**config.mk**
```make
export PLATFORM = sky130hd
export DESIGN_NAME = tnet_cmd_sched_flat
export DESIGN_NICKNAME = d
export VERILOG_FILES = /design/src/rtl/tnet_cmd_sched_pkg.sv /design/src/rtl/tnet_cmd_sched_if.sv /design/src/rtl/tnet_cmd_slot.sv /design/src/rtl/tnet_cmd_sched.sv /design/src/flat_wrapper.sv
export SDC_FILE = /design/constraint.sdc
export NUM_CORES = 1
export LEC_CHECK = 0
export CAP_MARGIN = 20
export CORE_MARGIN = 10
export CORE_UTILIZATION = 45
export CTS_BUF_LIST = sky130_fd_sc_hd__clkbuf_8
export CTS_CLUSTER_DIAMETER = 80
export DETAILED_ROUTE_END_ITERATION = 12
export GPL_TIMING_DRIVEN = 0
export PLACE_DENSITY = 0.86
export SYNTH_ARGS = -nofsm -noshare
export SYNTH_HDL_FRONTEND = slang
export SYNTH_SLANG_ARGS = --single-unit
export TNS_END_PERCENT = 30
```
**constraint.sdc**
```tcl
create_clock -name ps_aclk -period 2.4 [get_ports ps_aclk]
set_clock_uncertainty 0.2 [all_clocks]
set_input_delay 0.72 -clock ps_aclk [delete_from_list [all_inputs] [get_ports ps_aclk]]
set_output_delay 0.72 -clock ps_aclk [all_outputs]
set_load 0.005 [all_outputs]
```
**src/rtl/tnet_cmd_sched_pkg.sv**
```systemverilog
// Shared types and constants for the TNET command scheduler: command payload,
// FSM states, TNET_CTRL bit positions and TNET_STATUS field positions.
package tnet_cmd_sched_pkg;

    localparam int unsigned OP_W   = 5;
    localparam int unsigned TOUT_W = 16;
    localparam int unsigned ADDR_W = 16;
    localparam int unsigned DT_W   = 32;
    localparam int unsigned CNT_W  = 8;

    localparam int unsigned CTRL_EXEC   = 0;
    localparam int unsigned CTRL_OP_LSB = 1;
    localparam int unsigned CTRL_ABORT  = 31;

    localparam int unsigned STAT_BUSY      = 0;
    localparam int unsigned STAT_AXI_PEND  = 1;
    localparam int unsigned STAT_TP_PEND   = 2;
    localparam int unsigned STAT_LAST_ERR  = 3;
    localparam int unsigned STAT_LAST_TOUT = 4;
    localparam int unsigned STAT_LAST_SRC  = 5;
    localparam int unsigned STAT_OP_LSB    = 6;
    localparam int unsigned STAT_DONE_LSB  = 16;
    localparam int unsigned STAT_DROP_LSB  = 24;

    localparam logic SRC_AXI = 1'b0;
    localparam logic SRC_TP  = 1'b1;

    typedef enum logic [1:0] {
        S_IDLE  = 2'd0,
        S_ISSUE = 2'd1,
        S_WAIT  = 2'd2
    } state_e;

    typedef struct packed {
        logic [OP_W-1:0]   op;
        logic [ADDR_W-1:0] addr;
        logic [DT_W-1:0]   dt;
    } cmd_t;

endpackage

```
**src/rtl/tnet_cmd_sched_if.sv**
```systemverilog
// Command bus between the scheduler (master) and the network core (slave).
interface tnet_cmd_sched_if;
    import tnet_cmd_sched_pkg::*;

    logic valid;
    logic ready;
    cmd_t payload;
    logic src;
    logic done;
    logic err;

    modport master (output valid, payload, src, input ready, done, err);
    modport slave  (input valid, payload, src, output ready, done, err);
endinterface

```
**src/rtl/tnet_cmd_slot.sv**
```systemverilog
// One-entry command holding register; a load in the same cycle as a clear wins,
// so a capture coinciding with a serve is never lost.
module tnet_cmd_slot
    import tnet_cmd_sched_pkg::*;
(
    input  logic clk,
    input  logic rst_n,
    input  logic load,
    input  logic clear,
    input  cmd_t din,
    output logic full,
    output cmd_t dout
);

    logic full_q, full_d;
    cmd_t data_q, data_d;

    always_comb begin
        full_d = full_q;
        data_d = data_q;
        if (load) begin
            full_d = 1'b1;
            data_d = din;
        end else if (clear) begin
            full_d = 1'b0;
        end
    end

    always_ff @(posedge clk) begin
        if (!rst_n) begin
            full_q <= 1'b0;
            data_q <= '0;
        end else begin
            full_q <= full_d;
            data_q <= data_d;
        end
    end

    assign full = full_q;
    assign dout = data_q;

endmodule

```
**src/rtl/tnet_cmd_sched.sv**
```systemverilog
// Round-robin command scheduler between the AXI register path and the tProc port,
// issuing one command at a time to the TNET core and tracking completion/timeout.
module tnet_cmd_sched
    import tnet_cmd_sched_pkg::*;
(
    input  logic                ps_aclk,
    input  logic                ps_aresetn,
    input  logic [31:0]         tnet_ctrl_i,
    input  logic [31:0]         tnet_cfg_i,
    input  logic [ADDR_W-1:0]   tnet_addr_i,
    input  logic [DT_W-1:0]     axi_dt_i,
    input  logic                tp_req_i,
    input  logic [OP_W-1:0]     tp_op_i,
    input  logic [ADDR_W-1:0]   tp_addr_i,
    input  logic [DT_W-1:0]     tp_dt_i,
    output logic                tp_ack_o,
    tnet_cmd_sched_if.master    cmd,
    output logic [31:0]         tnet_status_o
);

    logic unused_bits;
    assign unused_bits = ^{tnet_ctrl_i[30:CTRL_OP_LSB+OP_W], tnet_cfg_i[31:TOUT_W]};

    state_e              state_q, state_d;
    logic                exec_prev_q;
    logic                rr_q, rr_d;
    cmd_t                cmd_q, cmd_d;
    logic                src_q, src_d;
    logic                valid_q, valid_d;
    logic [TOUT_W-1:0]   tout_q, tout_d;
    logic                last_err_q, last_err_d;
    logic                last_tout_q, last_tout_d;
    logic                last_src_q, last_src_d;
    logic [OP_W-1:0]     last_op_q, last_op_d;
    logic [CNT_W-1:0]    done_cnt_q, done_cnt_d;
    logic [CNT_W-1:0]    drop_cnt_q, drop_cnt_d;
    logic                tp_ack_q, tp_ack_d;
    logic [31:0]         status_q, status_d;

    logic abort, exec_rise, drop;
    logic serve_axi, serve_tp, flush;
    logic axi_load, tp_load, axi_full, tp_full;
    cmd_t axi_din, tp_din, axi_cmd, tp_cmd;

    assign abort     = tnet_ctrl_i[CTRL_ABORT];
    assign exec_rise = tnet_ctrl_i[CTRL_EXEC] & ~exec_prev_q;

    assign axi_din = '{op: tnet_ctrl_i[CTRL_OP_LSB +: OP_W], addr: tnet_addr_i, dt: axi_dt_i};
    assign tp_din  = '{op: tp_op_i, addr: tp_addr_i, dt: tp_dt_i};

    // A slot being served this cycle counts as free for capture.
    assign axi_load = exec_rise & ~abort & (~axi_full | serve_axi);
    assign drop     = exec_rise & ~abort & axi_full & ~serve_axi;
    assign tp_load  = tp_req_i & ~abort & (~tp_full | serve_tp);

    tnet_cmd_slot u_axi_slot (
        .clk   (ps_aclk),
        .rst_n (ps_aresetn),
        .load  (axi_load),
        .clear (serve_axi | flush),
        .din   (axi_din),
        .full  (axi_full),
        .dout  (axi_cmd)
    );

    tnet_cmd_slot u_tp_slot (
        .clk   (ps_aclk),
        .rst_n (ps_aresetn),
        .load  (tp_load),
        .clear (serve_tp | flush),
        .din   (tp_din),
        .full  (tp_full),
        .dout  (tp_cmd)
    );

    // Next-state and datapath for the issue/wait sequence.
    always_comb begin
        state_d     = state_q;
        rr_d        = rr_q;
        cmd_d       = cmd_q;
        src_d       = src_q;
        tout_d      = tout_q;
        last_err_d  = last_err_q;
        last_tout_d = last_tout_q;
        last_src_d  = last_src_q;
        last_op_d   = last_op_q;
        done_cnt_d  = done_cnt_q;
        serve_axi   = 1'b0;
        serve_tp    = 1'b0;
        flush       = 1'b0;

        unique case (state_q)
            S_IDLE: begin
                if (!abort && (axi_full || tp_full)) begin
                    src_d   = (axi_full && tp_full) ? rr_q : tp_full;
                    cmd_d   = (src_d == SRC_TP) ? tp_cmd : axi_cmd;
                    state_d = S_ISSUE;
                end
            end
            S_ISSUE: begin
                if (abort) begin
                    flush      = 1'b1;
                    last_err_d = 1'b1;
                    state_d    = S_IDLE;
                end else if (cmd.ready) begin
                    serve_axi  = (src_q == SRC_AXI);
                    serve_tp   = (src_q == SRC_TP);
                    rr_d       = ~src_q;
                    tout_d     = tnet_cfg_i[TOUT_W-1:0];
                    last_src_d = src_q;
                    last_op_d  = cmd_q.op;
                    state_d    = S_WAIT;
                end
            end
            S_WAIT: begin
                if (abort) begin
                    flush      = 1'b1;
                    last_err_d = 1'b1;
                    state_d    = S_IDLE;
                end else if (cmd.done) begin
                    last_err_d  = cmd.err;
                    last_tout_d = 1'b0;
                    done_cnt_d  = done_cnt_q + CNT_W'(1);
                    state_d     = S_IDLE;
                end else if (tout_q != '0) begin
                    tout_d = tout_q - TOUT_W'(1);
                    if (tout_q == TOUT_W'(1)) begin
                        last_tout_d = 1'b1;
                        last_err_d  = 1'b1;
                        state_d     = S_IDLE;
                    end
                end
            end
            default: state_d = S_IDLE;
        endcase

        valid_d    = (state_d == S_ISSUE);
        tp_ack_d   = tp_load;
        drop_cnt_d = (drop && drop_cnt_q != {CNT_W{1'b1}}) ? drop_cnt_q + CNT_W'(1) : drop_cnt_q;
        status_d   = {drop_cnt_q, done_cnt_q, 5'd0, last_op_q, last_src_q, last_tout_q,
                      last_err_q, tp_full, axi_full, (state_q != S_IDLE)};
    end

    always_ff @(posedge ps_aclk) begin
        if (!ps_aresetn) begin
            state_q     <= S_IDLE;
            exec_prev_q <= 1'b0;
            rr_q        <= SRC_AXI;
            cmd_q       <= '0;
            src_q       <= 1'b0;
            valid_q     <= 1'b0;
            tout_q      <= '0;
            last_err_q  <= 1'b0;
            last_tout_q <= 1'b0;
            last_src_q  <= 1'b0;
            last_op_q   <= '0;
            done_cnt_q  <= '0;
            drop_cnt_q  <= '0;
            tp_ack_q    <= 1'b0;
            status_q    <= '0;
        end else begin
            state_q     <= state_d;
            exec_prev_q <= tnet_ctrl_i[CTRL_EXEC];
            rr_q        <= rr_d;
            cmd_q       <= cmd_d;
            src_q       <= src_d;
            valid_q     <= valid_d;
            tout_q      <= tout_d;
            last_err_q  <= last_err_d;
            last_tout_q <= last_tout_d;
            last_src_q  <= last_src_d;
            last_op_q   <= last_op_d;
            done_cnt_q  <= done_cnt_d;
            drop_cnt_q  <= drop_cnt_d;
            tp_ack_q    <= tp_ack_d;
            status_q    <= status_d;
        end
    end

    assign cmd.valid     = valid_q;
    assign cmd.payload   = cmd_q;
    assign cmd.src       = src_q;
    assign tp_ack_o      = tp_ack_q;
    assign tnet_status_o = status_q;

endmodule

```
**src/flat_wrapper.sv**
```systemverilog
// flat-port wrapper written by rule: the top's interface ports become plain ports
module tnet_cmd_sched_flat import tnet_cmd_sched_pkg::*;
  (ps_aclk, ps_aresetn, tnet_ctrl_i, tnet_cfg_i, tnet_addr_i, axi_dt_i, tp_req_i, tp_op_i, tp_addr_i, tp_dt_i, tp_ack_o, tnet_status_o, cmd_valid, cmd_payload, cmd_src, cmd_ready, cmd_done, cmd_err);
  tnet_cmd_sched_if cmd_i ();
  input  logic ps_aclk;
  input  logic ps_aresetn;
  input  logic [31:0] tnet_ctrl_i;
  input  logic [31:0] tnet_cfg_i;
  input  logic [ADDR_W-1:0] tnet_addr_i;
  input  logic [DT_W-1:0] axi_dt_i;
  input  logic tp_req_i;
  input  logic [OP_W-1:0] tp_op_i;
  input  logic [ADDR_W-1:0] tp_addr_i;
  input  logic [DT_W-1:0] tp_dt_i;
  output logic tp_ack_o;
  output logic [31:0] tnet_status_o;
  output wire logic [$bits(cmd_i.valid)-1:0] cmd_valid;
  output wire logic [$bits(cmd_i.payload)-1:0] cmd_payload;
  output wire logic [$bits(cmd_i.src)-1:0] cmd_src;
  input wire logic [$bits(cmd_i.ready)-1:0] cmd_ready;
  input wire logic [$bits(cmd_i.done)-1:0] cmd_done;
  input wire logic [$bits(cmd_i.err)-1:0] cmd_err;
  assign cmd_valid = cmd_i.valid;
  assign cmd_payload = cmd_i.payload;
  assign cmd_src = cmd_i.src;
  assign cmd_i.ready = cmd_ready;
  assign cmd_i.done = cmd_done;
  assign cmd_i.err = cmd_err;
  tnet_cmd_sched u_core (.ps_aclk(ps_aclk), .ps_aresetn(ps_aresetn), .tnet_ctrl_i(tnet_ctrl_i), .tnet_cfg_i(tnet_cfg_i), .tnet_addr_i(tnet_addr_i), .axi_dt_i(axi_dt_i), .tp_req_i(tp_req_i), .tp_op_i(tp_op_i), .tp_addr_i(tp_addr_i), .tp_dt_i(tp_dt_i), .tp_ack_o(tp_ack_o), .cmd(cmd_i), .tnet_status_o(tnet_status_o));
endmodule
```
Word-level counts from Yosys, hierarchy flattened
Index checks and enable logic that the tools add are counted.
{ "word_totals": {"reg_bits": 240, "input_bits": 171, "output_inout_bits": 88} }
{ "op_classes": {"addsub": 3, "eq_ne": 13, "n_mux": 35, "bitwise": 17, "reduce_logical": 20} }
{ "op_table": {"columns": ["op", "n"], "rows": [
  ["$mux W16", 5],
  ["$mux W53", 1],
  ["$pmux W16 S2", 1],
  ["$mux W1", 19],
  ["$add A8 B1 Y8 const B", 2],
  ["$eq A16 B1 Y1 const B", 1],
  ["$reduce_bool A16 Y1", 1],
  ["$sub A16 B1 Y16 const B", 1],
  ["$mux W2", 7],
  ["$reduce_bool A2 Y1", 6],
  ["$ne A2 B2 Y1 const B", 5],
  ["$ne A4 B3 Y1 const B", 2],
  ["$ne A8 B8 Y1 const B", 1],
  ["$reduce_and A4 Y1", 2],
  ["$and A1 B1 Y1", 7],
  ["$not A1 Y1", 6],
  ["$pmux W2 S3", 1],
  ["$reduce_and A3 Y1", 2],
  ["$reduce_and A6 Y1", 1],
  ["$eq A2 B1 Y1 const B", 2],
  ["$or A1 B1 Y1", 4],
  ["$logic_and A1 B1 Y1", 3],
  ["$eq A2 B2 Y1 const B", 1],
  ["$logic_not A2 Y1", 1],
  ["other kinds (6)", 6]
]} }

Depth between registers and ports, before layout
Gate-level depths: netlist (run 1).
{ "depth": {"depth_word": 7, "depth_mapped": 10} }

Modules after synthesis
From an unflattened synthesis (run 1), not the netlist that was laid out.
{ "hier_totals": {"cells_unflattened": 954, "hier_area_um2": 9710.6} }
{ "by_module_without_submodules": {"columns": ["module", "instances", "cells_each", "area_each_um2"], "rows": [
  ["tnet_cmd_sched", 1, 608, 5536.6],
  ["tnet_cmd_slot", 2, 173, 2087.0]
]} }

Least setup slack after synthesis (run 1)
No wires, ideal clock.
{ "synth_path": {"path_type": "input to register", "from": "in tnet_ctrl_i[31]", "to": "reg u_core.cmd_q (netlist bit u_core.cmd.payload[27])", "setup_ns": 0.059, "arrival_ns": 2.102, "path_slack_ns": 0.039, "stages": 6, "n_path_buf": 3, "cell_sequence": "clkbuf_1 > o21bai_1 > nor2_1 > clkbuf_1 > buf_1 > o211a_1"} }
{ "synth_between": {"elab_chain_len": 3} }
{ "synth_rtl": {"columns": ["item", "line", "source"], "rows": [
  ["from (decl)", "flat_wrapper.sv:7", "input logic [31:0] tnet_ctrl_i;"],
  ["$logic_not A1 Y1", "tnet_cmd_sched.sv:94", "if (!abort && (axi_full || tp_full)) begin"],
  ["$logic_and A1 B1 Y1", "tnet_cmd_sched.sv:94", null],
  ["$reduce_and A2 Y1 (no source line)", null, null],
  ["to (signal assigned)", "tnet_cmd_sched.sv:165", "cmd_q <= cmd_d;"],
  ["to (decl)", "tnet_cmd_sched.sv:27", "cmd_t cmd_q, cmd_d;"]
]} }
Every way passes these cells.
A chain may end at the register's enable or synchronous reset.

Final worst setup path (run 1)
{ "layout_path": {"from": "in tnet_ctrl_i[31]", "to": "reg u_core.valid_q, in the netlist u_core.cmd.valid"} }
{ "layout_between": {"elab_chain_len": 5, "elab_cells_between_ends": 7} }
{ "layout_rtl": {"columns": ["item", "line", "source"], "rows": [
  ["$logic_not A1 Y1", "tnet_cmd_sched.sv:94", null],
  ["$logic_and A1 B1 Y1", "tnet_cmd_sched.sv:94", null],
  ["$mux W2", "tnet_cmd_sched.sv:94", null],
  ["$pmux W2 S3 *", "tnet_cmd_sched.sv:92", "unique case (state_q)"],
  ["$eq A2 B1 Y1 *", "tnet_cmd_sched.sv:137", "valid_d = (state_d == S_ISSUE);"],
  ["to (signal assigned)", "tnet_cmd_sched.sv:167", "valid_q <= valid_d;"],
  ["to (decl)", "tnet_cmd_sched.sv:29", "logic valid_q, valid_d;"]
]} }
Mark *: on every way between the ends. The rest lies on a longest branch, timed or not.

==> results.sh, run 1 <==
export IMPL_status="complete, but fails checks"
export IMPL_violations="setup timing"
export IMPL_cts_tree="done"
export IMPL_pwr_share_clk_pct=42.8
export IMPL_grt_first_pass_wirelength_mm=47.1
export IMPL_cp_slowest_cell="clkdlybuf4s50_1"
export IMPL_drc_errors=0
export IMPL_synthDominantCellAreaShare_pct=48.4
export IMPL_yosysTopAreaCell="dfxtp_1"
export IMPL_cp_num_cells=8
export IMPL_ys_warn_count=0
export IMPL_powerDensity_nw_per_um2=720
export IMPL_hp_class="flip-flop to flip-flop"
export IMPL_wl_per_cell_um=18.2
export IMPL_syn_to_final_growth_pct=37.6
export IMPL_grtUsageTotal_pct=20.5
export IMPL_numCtsBuffers=39
export IMPL_worst_pin_slew_ns=0.631
export IMPL_worstRegToRegCells=6
export IMPL_vias=8670
export IMPL_post_drt_via_cell_ratio=5.24
export IMPL_clk_pin_slew_ns=0.06
export IMPL_path_cells="clkdlybuf4s50_1, clkbuf_4, o21bai_2, nor2_4, buf_12, clkbuf_4, o21ai_0, a211oi_1"
export IMPL_core_area_um2=21200
export IMPL_drv_cap=0
export IMPL_antenna_found_initial=5
export IMPL_portBuffers=211
export IMPL_slew_violations=0
export IMPL_peakVddDrop_mv=0.448
export IMPL_startpoint_type="input pin"
export IMPL_critical_path_arrival_ns=2.64
export IMPL_fmax_mhz=413
export IMPL_p_int_uw=7280
export IMPL_synth_cell_types=57
export IMPL_drive_gt1_share_pct=10.4
export IMPL_drt_total_wl_mm=30.1
export IMPL_initial_utilization_pct=46.0
export IMPL_power_switching_uw=2360
export IMPL_combPwrFrac_pct=13.4
export IMPL_cts_buffer_depth=3
export IMPL_setup_viol=12
export IMPL_num_rows=53
export IMPL_layout_commonest_cell="nand2_1"
export IMPL_swShare_pct=24.5
export IMPL_hold_viol=0
export IMPL_setup_ws_ns=-0.0208
export IMPL_path_max_fanout=10
export IMPL_ys_ff_latch=235
export IMPL_num_fill_cells=1737
export IMPL_slowest_delay_ns=0.49
export IMPL_pwr_share_seq_pct=43.8
export IMPL_grt_pass1_vias=8877
export IMPL_fin_hold_ws_ns=0.260
export IMPL_postCtsHoldBufs=0
export IMPL_synth_cells=1087
export IMPL_grt_setup_unrepaired="yes"
export IMPL_worstSetupPathType="input pin to flip-flop"
export IMPL_syn_area_um2=9730
export IMPL_slew_headroom_pct=58.0
export IMPL_io_pins=259
export IMPL_synthTopCellsByArea="dfxtp_1 (48%), nand2_1 (12%), a21boi_0 (8.9%)"
export IMPL_worst_path_buf_inv=4
export IMPL_postSynthAreaPerCell_um2=8.95
export IMPL_cp_end_kind="flip-flop"
export IMPL_gp_congestion=0.841
export IMPL_fin_area_um2=13400
export IMPL_ant_nets=0
export IMPL_die_h_um=167
export IMPL_finalNetCount=1529
export IMPL_drtPass1Iterations=6
export IMPL_htree_levels=2
export IMPL_min_period_ns=2.42
export IMPL_drt_initial_drc_count=412
export IMPL_multi_input_area_um2=4720
export IMPL_async_reset_ff_share_pct=0
export IMPL_ff2ff_setup_slack_ns=0.09
export IMPL_critical_path_required_ns=2.62
export IMPL_placed_area_um2=12200
export IMPL_die_area_um2=27900
export IMPL_cts_root_buf="clkbuf_8"
export IMPL_clock_sinks=235
export IMPL_gr_total_overflow=0
export IMPL_grt_start_max_net_pins=11
export IMPL_crit_family="buffers and inverters"
export IMPL_hold_depth=2
export IMPL_synth_ff_type="dfxtp_1"
export IMPL_cp_common_cell="clkbuf_4"
export IMPL_finalCritPeriodShare_pct=101
export IMPL_dp_final_hpwl_mm=21.9
export IMPL_synth_edf_count=0
export IMPL_insertion_delay_ns=0.53
export IMPL_synth_seq_area_share_pct=48.4
export IMPL_final_cell_mix="nand2_1 (315), dfxtp_1 (229), clkdlybuf4s50_1 (201)"
export IMPL_seqCellArea_um2=4710
export IMPL_leakage_uw=0.00609
export IMPL_die_w_um=167
sequential cells by signal (all words and copies together) (netlist names), 2 cells and up:
name	count
u_core.done_cnt_q	8
u_core.last_op_q	5
u_core.u_tp_slot.dout	53
u_core.u_axi_slot.dout	53
u_core.tout_q	16
u_core.tnet_status_o	27
u_core.state_q	2
u_core.cmd.payload	53
u_core.drop_cnt_q	8
what timing repair did:
item	CTS	global route
setup endpoints to repair	187	178
pin swaps	2	4
buffers inserted	5	3
resized for setup	40	53
power by group through the flow:
| stage | logic (µW) | clock network, µW | registers (µW) |
|---|---|---|---|
| after floorplan | 605 | 0 | 4270 |
| after global placement | 1210 | 0 | 4290 |
| after detailed placement | 1240 | 0 | 4300 |
| after CTS | 1270 | 4170 | 4220 |
| after global routing | 1410 | 4350 | 4240 |
| final | 1300 | 4120 | 4220 |
worst paths after layout:
check / to / from
max reg2reg: u_core.tout_q[8]$_SDFFE_PN0P_ / u_core.tout_q[5]$_SDFFE_PN0P_
max: u_core.cmd.valid$_SDFF_PN0_ / tnet_ctrl_i[31]
min: u_core.u_axi_slot.dout[51]$_SDFFE_PN0P_ / u_core.u_axi_slot.dout[51]$_SDFFE_PN0P_
min reg2reg: u_core.u_axi_slot.dout[51]$_SDFFE_PN0P_ / u_core.u_axi_slot.dout[51]$_SDFFE_PN0P_
layer usage:
layer | part of all wire, % | global-route usage, % | up-vias
met3 | 9.0 | 6.73 | 56
met4 | 2.3 | 6.49 | 2
met2 | 48 | 34.4 | 333
met5 | 0.023 | 0 | -
met1 | 41 | 24.1 | 4075
li1 | - | - | 4204
kinds of logic (layout without fill, tap and decap cells):
kind of cell    Yosys count  after routing  share of synthesized area [%]
compound gates          240            240                           19.3
xor+xnor                 13             13                           1.17
fa+ha+maj                 9              9                           1.16
buf+inv                  96            382                           4.23
flops                   235            235                           48.4
mux                      57             57                           5.91
other cells               1              9                         0.0386
simple gates            436            436                           19.8
cells in the mapped netlist (3+ instances only):
master,number
nor2_1,16
nand4_1,6
nor4_1,6
and2_1,43
nand3b_1,3
o211a_1,54
o31ai_1,3
nor3_1,4
clkbuf_1,53
buf_4,6
a21oi_1,21
mux2i_1,54
a21boi_0,115
inv_1,15
nand2_1,316
buf_2,17
xnor2_1,7
ha_1,9
o21ai_0,12
nand2b_1,12
xor2_1,6
nand3_1,7
buf_1,4
dfxtp_1,235
mux2_2,3
o22ai_1,7
nor2b_1,11
o2bb2ai_1,5
final cells by class:
class                           instances  area share (%)
Tap cell                              275            2.57
Timing Repair Buffer                  219            16.5
Multi-Input combinational cell        760            35.3
Buffer                                 79            3.09
Inverter                               15           0.421
Clock buffer                           46            4.73
Clock inverter                         23            2.11
Antenna cell                            4          0.0748
Sequential cell                       235            35.2
worst min-delay path: cells and delay by family (launching register included):
family,cells,cell delay (ns)
compound gates,1,0.06
flops,1,0.30
simple gates,1,0.05
stage by stage:
step	setup TNS (ns)	power, µW	util, %	setup WS, ns	std cells
2_1_floorplan	0	4880	-	0.0393	1091
3_3_place_gp	-199.62	5490	57.7	-1.58	1577
3_5_place_dp	-209.06	5530	57.7	-1.66	1577
4_1_cts	-0.123	9660	62.6	-0.0661	1649
5_1_grt	-1.13	10000	63.2	-0.0591	1653
6_report	-0.0944	9640	63.3	-0.0208	1656
(Power assumes the default switching activity.)
==> run 2, diff against run 1 <==
CORE_ASPECT_RATIO = 0.8   (was not set)
SYNTH_HIERARCHICAL = 1   (was not set)
==> results.sh, run 2 <==
export IMPL_status="complete, no violations"
export IMPL_clk_pin_slew_ns=0.06
export IMPL_insertion_delay_ns=0.53
export IMPL_min_period_ns=2.35
export IMPL_synth_seq_area_share_pct=48.4
export IMPL_synth_most_common_cell="dfxtp_1"
export IMPL_cp_slowest_cell="dfxtp_1"
export IMPL_antenna_found_initial=1
export IMPL_gr_total_overflow=0
export IMPL_async_reset_ff_share_pct=0
export IMPL_startpoint_type="flip-flop"
export IMPL_fin_cells=1510
export IMPL_grt_first_pass_wirelength_mm=43.2
export IMPL_critical_path_arrival_ns=2.56
export IMPL_wl_per_cell_um=18.6
export IMPL_cts_tree="done"
export IMPL_p_int_uw=6550
export IMPL_synth_cell_types=57
export IMPL_final_cell_mix="dfxtp_1 (232), clkdlybuf4s50_1 (194), mux2i_1 (161)"
export IMPL_finalNetCount=1396
export IMPL_synth_ff_type="dfxtp_1"
export IMPL_drc_errors=0
export IMPL_die_w_um=184
export IMPL_cp_end_kind="flip-flop"
export IMPL_slowest_delay_ns=0.33
export IMPL_postCtsHoldBufs=0
export IMPL_vias=7805
export IMPL_seqCellArea_um2=4710
export IMPL_num_rows=47
export IMPL_grt_start_max_net_pins=25
export IMPL_clock_sinks=235
export IMPL_leakage_uw=0.00533
export IMPL_fin_total_pwr_uw=8840
export IMPL_synthTopCellsByArea="dfxtp_1 (48%), mux2i_1 (17%), nor2b_1 (7.5%)"
export IMPL_core_area_um2=20900
export IMPL_die_area_um2=27900
export IMPL_ant_nets=0
export IMPL_setup_ws_ns=0.0500
export IMPL_postSynthAreaPerCell_um2=10.2
export IMPL_swShare_pct=25.9
export IMPL_path_max_fanout=10
export IMPL_dp_slack_ns=-1.21
export IMPL_ys_ff_latch=235
export IMPL_hp_class="flip-flop to flip-flop"
export IMPL_dp_cells=1437
export IMPL_layout_commonest_cell="dfxtp_1"
export IMPL_finalCritPeriodShare_pct=97.9
export IMPL_post_drt_via_cell_ratio=5.17
export IMPL_num_fill_cells=1706
export IMPL_worst_pin_slew_ns=0.755
export IMPL_slew_violations=0
export IMPL_io_pins=259
export IMPL_die_h_um=151
export IMPL_cts_root_buf="clkbuf_8"
export IMPL_syn_area_um2=9710
export IMPL_powerDensity_nw_per_um2=674
export IMPL_combPwrFrac_pct=15.0
export IMPL_setup_viol=0
export IMPL_synth_edf_count=0
export IMPL_numCtsBuffers=38
export IMPL_worstSetupPathType="flip-flop to flip-flop"
export IMPL_grt_pass1_vias=7913
export IMPL_syn_to_final_growth_pct=35.0
export IMPL_synthDominantCellAreaShare_pct=48.4
export IMPL_placed_area_um2=12200
export IMPL_hold_viol=0
export IMPL_ys_warn_count=6
export IMPL_gp_congestion=0.891
export IMPL_dp_final_hpwl_mm=20.4
export IMPL_fin_area_um2=13100
export IMPL_drtPass1Iterations=5
export IMPL_path_cells="inv_1, ha_2, nor2b_1, buf_4, nand3_2, a21oi_4, buf_12, buf_12, mux2i_2, nor2b_1"
export IMPL_multi_input_area_um2=4570
export IMPL_pwr_share_seq_pct=47.6
export IMPL_fmax_mhz=426
export IMPL_power_switching_uw=2290
export IMPL_drt_initial_drc_count=570
export IMPL_yosysTopAreaCell="dfxtp_1"
export IMPL_initial_utilization_pct=46.4
export IMPL_synthTopCellsByCount="dfxtp_1 (235), mux2i_1 (162), nor2b_1 (116), nor2_1 (98), a211oi_1 (53)"
export IMPL_critical_path_required_ns=2.61
export IMPL_drt_total_wl_mm=28.1
export IMPL_grtUsageTotal_pct=19.5
export IMPL_pwr_share_clk_pct=37.3
export IMPL_drv_cap=0
export IMPL_antenna_cells=0
export IMPL_slew_headroom_pct=49.7
export IMPL_drive_gt1_share_pct=9.75
export IMPL_htree_levels=2
export IMPL_cts_buffer_depth=3
export IMPL_portBuffers=210
export IMPL_synth_cells=954
export IMPL_peakVddDrop_mv=0.396
-- run 2: changes by cell type after synthesis, moves of 8 or more --
| cell | change |
|---|---|
| a211oi_1 | +52 |
| a21boi_0 | -115 |
| a21oi_1 | +8 |
| and2_1 | -14 |
| buf_12 | +10 |
| buf_2 | -8 |
| clkbuf_1 | -16 |
| mux2i_1 | +108 |
| nand2_1 | -289 |
| nand2b_1 | -8 |
| nand3_1 | +8 |
| nor2_1 | +82 |
| nor2b_1 | +105 |
| o211a_1 | -52 |
-- run 2: metrics by stage --
step / util [%] / hold slack (ns) / TNS, ns
floorplan: - / 0.228 / -1.20
global placement: 58.1 / 0.238 / -133.08
detailed placement: 58.1 / 0.245 / -138.80
CTS: 61.7 / 0.253 / -0.00772
global route: 62.6 / 0.274 / -0.129
finish: 62.6 / 0.253 / 0
-- run 2: cell type report --
type                       instances  share of cell area [%]
inverter                          12                   0.344
multi-input combinational        640                    34.9
clock buffer                      43                    4.51
buffer                            71                    3.97
clock inverter                    22                   0.954
timing repair buffer             218                    16.9
tap                              269                    2.57
sequential                       235                    35.9
-- run 2: cell families (layout without fill, tap and decap cells) --
group / after synthesis / count (layout) / synth area share (%)
other: 1 / 5 / 0.0386
XOR/XNOR: 8 / 8 / 0.722
multiplexers: 167 / 167 / 17.3
adder cells (fa/ha/maj): 9 / 9 / 1.16
flip-flops: 235 / 235 / 48.4
AND/OR/NAND/NOR: 320 / 320 / 17.6
AO/OA/AOI/OAI: 131 / 131 / 9.42
buffers and inverters: 83 / 366 / 5.35
-- run 2: per-layer routing --
metal / GRT usage, % / vias up / share of wire, %
met1: 24.3 / 3655 / 43
met5: 0 / - / 0.046
met3: 6.68 / 54 / 9.1
met4: 5.81 / 2 / 1.8
li1: - / 3803 / -
met2: 31.2 / 291 / 46
-- run 2: path summary, 6_finish.rpt --
path,slack (ns),depth (start not counted),start,to
worst min register to register,0.25,2,u_core/last_op_q[0]$_SDFFE_PN0P_,u_core/last_op_q[0]$_SDFFE_PN0P_
worst max register to register,0.05,10,u_core/state_q[1]$_SDFF_PN0_,u_core/u_tp_slot/dout[10]$_SDFFE_PN0P_
worst max-delay path,0.05,10,u_core/state_q[1]$_SDFF_PN0_,u_core/u_tp_slot/dout[10]$_SDFFE_PN0P_
worst min-delay path,0.25,2,u_core/last_op_q[0]$_SDFFE_PN0P_,u_core/last_op_q[0]$_SDFFE_PN0P_
-- run 2: power by group through the flow --
stage,combinational (µW),sequential (µW),clock (µW)
finish,1330,4210,3300
global route,1440,4230,3590
CTS,1290,4210,3390
detailed placement,1280,4290,0
global placement,1260,4290,0
floorplan,696,4270,0
-- run 2: worst max-delay path, delay by kind of cell, from the launching register on --
kind,cells,cell delay (ns)
flops,1,0.33
simple gates,3,0.38
mux,1,0.23
buf+inv,4,0.63
fa+ha+maj,1,0.21
compound gates,1,0.24
-- run 2: what timing repair did --
item / CTS / global route
gates resized for setup: 24 / 41
buffers inserted: 1 / 6
cloned: 0 / 1
endpoints found under the setup margin: 172 / 149
pin swaps: 1 / 2
hold endpoints to repair: 0 / 0
